--- src/rtl/fifo_reg_master.sv ---
// Bus initiator for the FIFO control/status registers: runs write/read/poll commands as bus accesses.
// Define FIFO_REG_MASTER_TIMEOUT_EN to bound polls by POLL_TIMEOUT reads; otherwise polls run until match.
module fifo_reg_master #(
    parameter int ADDR_W       = 8,
    parameter int DATA_W       = 32,
    parameter int POLL_GAP     = 4,
    parameter int POLL_TIMEOUT = 256
) (
    input  logic              clk,
    input  logic              rst,
    input  logic              cmd_valid,
    output logic              cmd_ready,
    input  logic [1:0]        cmd_op,
    input  logic [ADDR_W-1:0] cmd_addr,
    input  logic [DATA_W-1:0] cmd_wdata,
    input  logic [DATA_W-1:0] cmd_mask,
    output logic              rsp_valid,
    input  logic              rsp_ready,
    output logic [DATA_W-1:0] rsp_rdata,
    output logic              rsp_err,
    output logic [ADDR_W-1:0] addr,
    output logic [DATA_W-1:0] wdata,
    input  logic [DATA_W-1:0] rdata,
    output logic              wen,
    output logic              ren,
    input  logic              ready
);

    typedef enum logic [1:0] {
        S_IDLE,
        S_ACCESS,
        S_GAP,
        S_RESP
    } state_t;

    localparam logic [1:0] OP_WR   = 2'b00;
    localparam logic [1:0] OP_RD   = 2'b01;
    localparam logic [1:0] OP_ILL  = 2'b11;
    localparam int         GAP_W   = $clog2(POLL_GAP + 1);

    if (POLL_GAP < 1 || POLL_TIMEOUT < 1) begin : g_bad_param
        $error("fifo_reg_master: POLL_GAP and POLL_TIMEOUT must be >= 1");
    end

    state_t            state;
    logic [1:0]        op_q;
    logic [DATA_W-1:0] exp_q;
    logic [DATA_W-1:0] mask_q;
    logic [GAP_W-1:0]  gap_cnt;

`ifdef FIFO_REG_MASTER_TIMEOUT_EN
    localparam int                PCNT_W     = $clog2(POLL_TIMEOUT + 1);
    localparam logic [PCNT_W-1:0] POLL_LIMIT = PCNT_W'(POLL_TIMEOUT);
    logic [PCNT_W-1:0] poll_cnt;
`endif

    function automatic logic poll_match(input logic [DATA_W-1:0] data,
                                        input logic [DATA_W-1:0] expv,
                                        input logic [DATA_W-1:0] mask);
        return (data & mask) == (expv & mask);
    endfunction

    // Poll compare operands only matter while a poll runs, so they carry no reset.
    always_ff @(posedge clk) begin
        if (state == S_IDLE && cmd_valid && cmd_ready) begin
            exp_q  <= cmd_wdata;
            mask_q <= cmd_mask;
        end
    end

    always_ff @(posedge clk) begin
        if (rst) begin
            state     <= S_IDLE;
            cmd_ready <= 1'b0;
            rsp_valid <= 1'b0;
            rsp_err   <= 1'b0;
            rsp_rdata <= '0;
            wen       <= 1'b0;
            ren       <= 1'b0;
            addr      <= '0;
            wdata     <= '0;
            op_q      <= OP_WR;
            gap_cnt   <= '0;
`ifdef FIFO_REG_MASTER_TIMEOUT_EN
            poll_cnt  <= '0;
`endif
        end else begin
            case (state)
                S_IDLE: begin
                    if (cmd_valid && cmd_ready) begin
                        cmd_ready <= 1'b0;
                        op_q      <= cmd_op;
`ifdef FIFO_REG_MASTER_TIMEOUT_EN
                        poll_cnt  <= '0;
`endif
                        if (cmd_op == OP_ILL) begin
                            state     <= S_RESP;
                            rsp_valid <= 1'b1;
                            rsp_err   <= 1'b1;
                            rsp_rdata <= '0;
                        end else begin
                            state <= S_ACCESS;
                            addr  <= cmd_addr;
                            wen   <= (cmd_op == OP_WR);
                            ren   <= (cmd_op != OP_WR);
                            wdata <= (cmd_op == OP_WR) ? cmd_wdata : '0;
                        end
                    end else begin
                        cmd_ready <= 1'b1;
                    end
                end

                // Strobe, addr and wdata stay put until the bus signals ready.
                S_ACCESS: begin
                    if (ready) begin
                        wen <= 1'b0;
                        ren <= 1'b0;
                        case (op_q)
                            OP_WR: begin
                                rsp_rdata <= '0;
                                rsp_err   <= 1'b0;
                                rsp_valid <= 1'b1;
                                state     <= S_RESP;
                            end
                            OP_RD: begin
                                rsp_rdata <= rdata;
                                rsp_err   <= 1'b0;
                                rsp_valid <= 1'b1;
                                state     <= S_RESP;
                            end
                            default: begin
                                rsp_rdata <= rdata;
`ifdef FIFO_REG_MASTER_TIMEOUT_EN
                                poll_cnt  <= poll_cnt + PCNT_W'(1);
`endif
                                if (poll_match(rdata, exp_q, mask_q)) begin
                                    rsp_err   <= 1'b0;
                                    rsp_valid <= 1'b1;
                                    state     <= S_RESP;
                                end
`ifdef FIFO_REG_MASTER_TIMEOUT_EN
                                else if (poll_cnt + PCNT_W'(1) == POLL_LIMIT) begin
                                    rsp_err   <= 1'b1;
                                    rsp_valid <= 1'b1;
                                    state     <= S_RESP;
                                end
`endif
                                else begin
                                    gap_cnt <= GAP_W'(POLL_GAP - 1);
                                    state   <= S_GAP;
                                end
                            end
                        endcase
                    end
                end

                // Counts POLL_GAP-1 down to 0: exactly POLL_GAP idle cycles.
                S_GAP: begin
                    if (gap_cnt == '0) begin
                        state <= S_ACCESS;
                        ren   <= 1'b1;
                    end else begin
                        gap_cnt <= gap_cnt - GAP_W'(1);
                    end
                end

                S_RESP: begin
                    if (rsp_ready) begin
                        rsp_valid <= 1'b0;
                        cmd_ready <= 1'b1;
                        state     <= S_IDLE;
                    end
                end

                default: state <= S_IDLE;
            endcase
        end
    end

endmodule

--- config.mk ---
export PLATFORM = sky130hd
export DESIGN_NAME = fifo_reg_master
export DESIGN_NICKNAME = d
export VERILOG_FILES = /design/src/rtl/fifo_reg_master.sv
export SDC_FILE = /design/constraint.sdc
export NUM_CORES = 1
export LEC_CHECK = 0
export CORE_AREA = 4 4 126 140
export DETAILED_ROUTE_END_ITERATION = 8
export DIE_AREA = 0 0 130 144
export SLEW_MARGIN = 20
export SYNTH_ARGS = -nofsm -noshare
export SYNTH_HDL_FRONTEND = slang
export SYNTH_SLANG_ARGS = --single-unit
--- constraint.sdc ---
create_clock -name clk -period 8.2 [get_ports clk]
set_input_delay 0.82 -clock clk [delete_from_list [all_inputs] [get_ports clk]]
set_output_delay 0.82 -clock clk [all_outputs]
set_load 0.02 [all_outputs]
==> flow_summary.ini <==
[status]
status = finished, final reports clean

[hold_path]
whs_path_depth = 2
min_to = rsp_rdata[29]$_SDFFE_PP0P_
hold_start = rsp_rdata[29]$_SDFFE_PP0P_
min_path_type = reg -> reg

[route]
drtIter0Drc = 316
routed_via_density = 5.03
wl_per_cell_um = 18.7
postRouteAntennaNets = 0
drt-total-wl_um = 16800
vias = 4531
route.detailed.drc = 0
drt_first_pass_iters = 4

[power]
powerDensity_nw_per_um2 = 255
internal_power_mw = 1.48
switching_share_pct = 29.1
combPwrFrac_pct = 22.2
power_frac_clock_pct = 34.9
leakagePower_nw = 2.81
power_switching_mw = 0.606
power_mw = 2.08
seqPwrFrac_pct = 42.9
vdd_ir_drop_max_mv = 0.158

[yosys]
synth_top_family_by_area = compound AO/OA/AOI/OAI gates
ys_async_sr_fraction_pct = 0
yosysSeqAreaShare_pct = 64.7
synth-compound-area-share_pct = 13.2
synthCells = 502
synth_nets = 619
synth-edff-count = 64
synth_seq_cells = 148
syn_area_per_cell_sq_um = 11.1
synth.top_cell.area_share_pct = 34.5
synth_adder_area_share_pct = 1.35
synthXorXnorAreaFrac_pct = 5.03
synthTopCellsByArea = edfxtp_1, dfxtp_1, a22oi_1
synth_common_cells = dfxtp_1, edfxtp_1, nand2_1
synthSimpleGateAreaFrac_pct = 12.7
synth_most_common_cell = dfxtp_1
yosysUniqueCellTypes = 34
ys.flop_type = dfxtp_1
yosys_warnings = 0
synth_area_sq_um = 5570
synthMuxAreaShare_pct = 0.539
synth_area_leader_cell = edfxtp_1

[grt]
gr-total-overflow = 0
grt.total_usage_pct = 17.8
grt_start_max_net_pins = 88
grt_first_pass_wirelength_um = 25100
met2_usage_pct = 30.5
grt_pass1_vias = 4680
busiest_layer = met2
antenna_found_initial = 0
grtUsageMet3_pct = 5.95
use_met1_pct = 20.9

[worst_setup_path]
critPathCaptureType = flip-flop
critPathSlowestCell = nand2_2
cp-start-kind = input pin
crit-reg2reg-capture = wdata[23]$_SDFFE_PP0P_
max_stage_delay_ns = 0.76
reg2reg_depth = 8
path_cells = clkdlybuf4s50_1 -> nand3_1 -> inv_2 -> buf_4 -> nand2_2 -> a22oi_1 -> nor2_1
reg2reg_from = state[0]$_SDFFE_PP0P_
cp_data_arrival_time_ns = 3.58
required_ns = 8.46
crit_buf_inv = 3
critPathTopFamily = buffers and inverters
cp_max_fo = 65
reg2reg_setup_slack_ns = 4.89
crit_type = in -> reg

[clocking]
clock_latency_ns = 0.41
cts_root_buf = clkbuf_16
post_cts_buffers = 0
cts-resized-gates = 0
cts_buffers = 17
cts_tree = done
clock_sinks = 148
clockBufferDepth = 2
clk_pin_slew_ns = 0.06
cts_max_level = 4
ctsHoldBuffers = 0

[sta]
rsz0062_at_grt = false
fin_skew_ns = 0.00875
fin_tns_setup_ns = 0
slew_viol_final = 0
hold_viol_final = 0
period_share_pct = 40.5
tightest_slew_ns = 0.945
slew-limit-headroom_pct = 37.0
clock.fmax_mhz = 301
min_period_ns = 3.32
setup_viol = 0

[placed_design]
placed_area_sq_um = 7630
io_buffers = 187
place.gp.congestion = 0.774
dp_hpwl_um = 11800

[die]
start_util_pct = 34.4
chipHeight_um = 144
dieWidth_um = 130
io_pins = 188
die_area_sq_um = 18700
rows = 49
coreArea_sq_um = 16200

[cells_and_area]
drive_above_1_share_pct = 5.32
multi_input_area_sq_um = 1840
stdcell_area_sq_um = 8180
n_fill_cell = 1468
regArea_sq_um = 3600
n_antenna_cell = 0
syn_to_final_growth_pct = 46.8
nets = 800

[run]
drv_cap = 0
[sequential cells by signal (all words and copies together) (netlist names)]
register and count:
wdata 32, wen 1, gap_cnt 3, mask_q 32, ren 1, exp_q 32, rsp_err 1, rsp_valid 1
op_q 2, state 2, addr 8, rsp_rdata 32, cmd_ready 1
[power by group through the flow]
stage               Combinational [mW]  Sequential (mW)  Clock [mW]
floorplan                        0.247            0.929           0
global placement                 0.450            0.907           0
detailed placement               0.463            0.911           0
CTS                              0.466            0.895       0.745
global route                     0.506            0.902       0.780
finish                           0.462            0.894       0.727
[per-layer routing]
metal  vias up  part of all wire (%)
met5         -                     0
met4         0                   2.3
met3        27                   7.5
met2       165                    50
met1      2179                    40
li1       2160                     -
[layout by cell type, fill, tap and decap left out, types with 3 or more instances in the layout]
master / n
buf_4: 5
o21ai_0: 8
nor2_1: 45
a21oi_1: 45
ha_1: 6
a22oi_1: 48
clkdlybuf4s50_1: 186
nand4_1: 5
mux2i_1: 3
nor2b_1: 3
dfxtp_1: 84
nand3_1: 36
nand2_1: 62
xor2_1: 32
edfxtp_1: 64
clkinv_1: 5
inv_1: 6
clkbuf_16: 17
clkbuf_1: 3
[logic make-up (layout without fill, tap and decap cells)]
logic type | after synthesis | count (layout)
compound gates | 114 | 114
xor+xnor | 32 | 32
fa+ha+maj | 6 | 6
buf+inv | 36 | 230
flops | 148 | 148
mux | 3 | 3
simple gates | 163 | 163
[stage by stage]
step                worst slack, ns  std cells  hold WS (ns)  utilization, %
CTS                            4.83        900         0.454            50.5
detailed placement             4.44        868         0.442            47.1
floorplan                      4.97        502         0.420               -
global placement               4.54        868         0.431            47.1
finish                         4.88        900         0.452            50.5
global route                   4.61        900         0.474            50.5
[layout make-up]
type,count,share of cell area (%)
Sequential cell,148,44.1
Tap cell,204,3.12
Timing Repair Buffer,191,23.2
Inverter,7,0.321
Clock inverter,12,1.39
Clock buffer,20,5.34
Multi-Input combinational cell,318,22.5
[worst register-to-register path, stage by stage, from the launching register on]
cell     delay, ns
dfxtp_1       0.34
inv_1         0.13
ha_1          0.35
nand3_1       0.30
inv_2         0.10
buf_4         0.66
nand2_2       0.77
a22oi_1       0.43
nor2_1        0.07
[worst max path at each step]
stage                          start                      to  slack [ns]  cells after the start
2_1_floorplan  state[0]$_SDFFE_PP0P_   wdata[0]$_SDFFE_PP0P_        4.97                      9
3_3_place_gp               cmd_valid  wdata[13]$_SDFFE_PP0P_        4.54                      7
3_5_place_dp               cmd_valid  wdata[23]$_SDFFE_PP0P_        4.44                      7
4_1_cts        state[0]$_SDFFE_PP0P_  wdata[23]$_SDFFE_PP0P_        4.83                      8
5_1_grt        state[0]$_SDFFE_PP0P_  wdata[23]$_SDFFE_PP0P_        4.61                      8
6_report                   cmd_valid  wdata[23]$_SDFFE_PP0P_        4.88                      7
No activity file was read; power rests on OpenSTA's default activity.
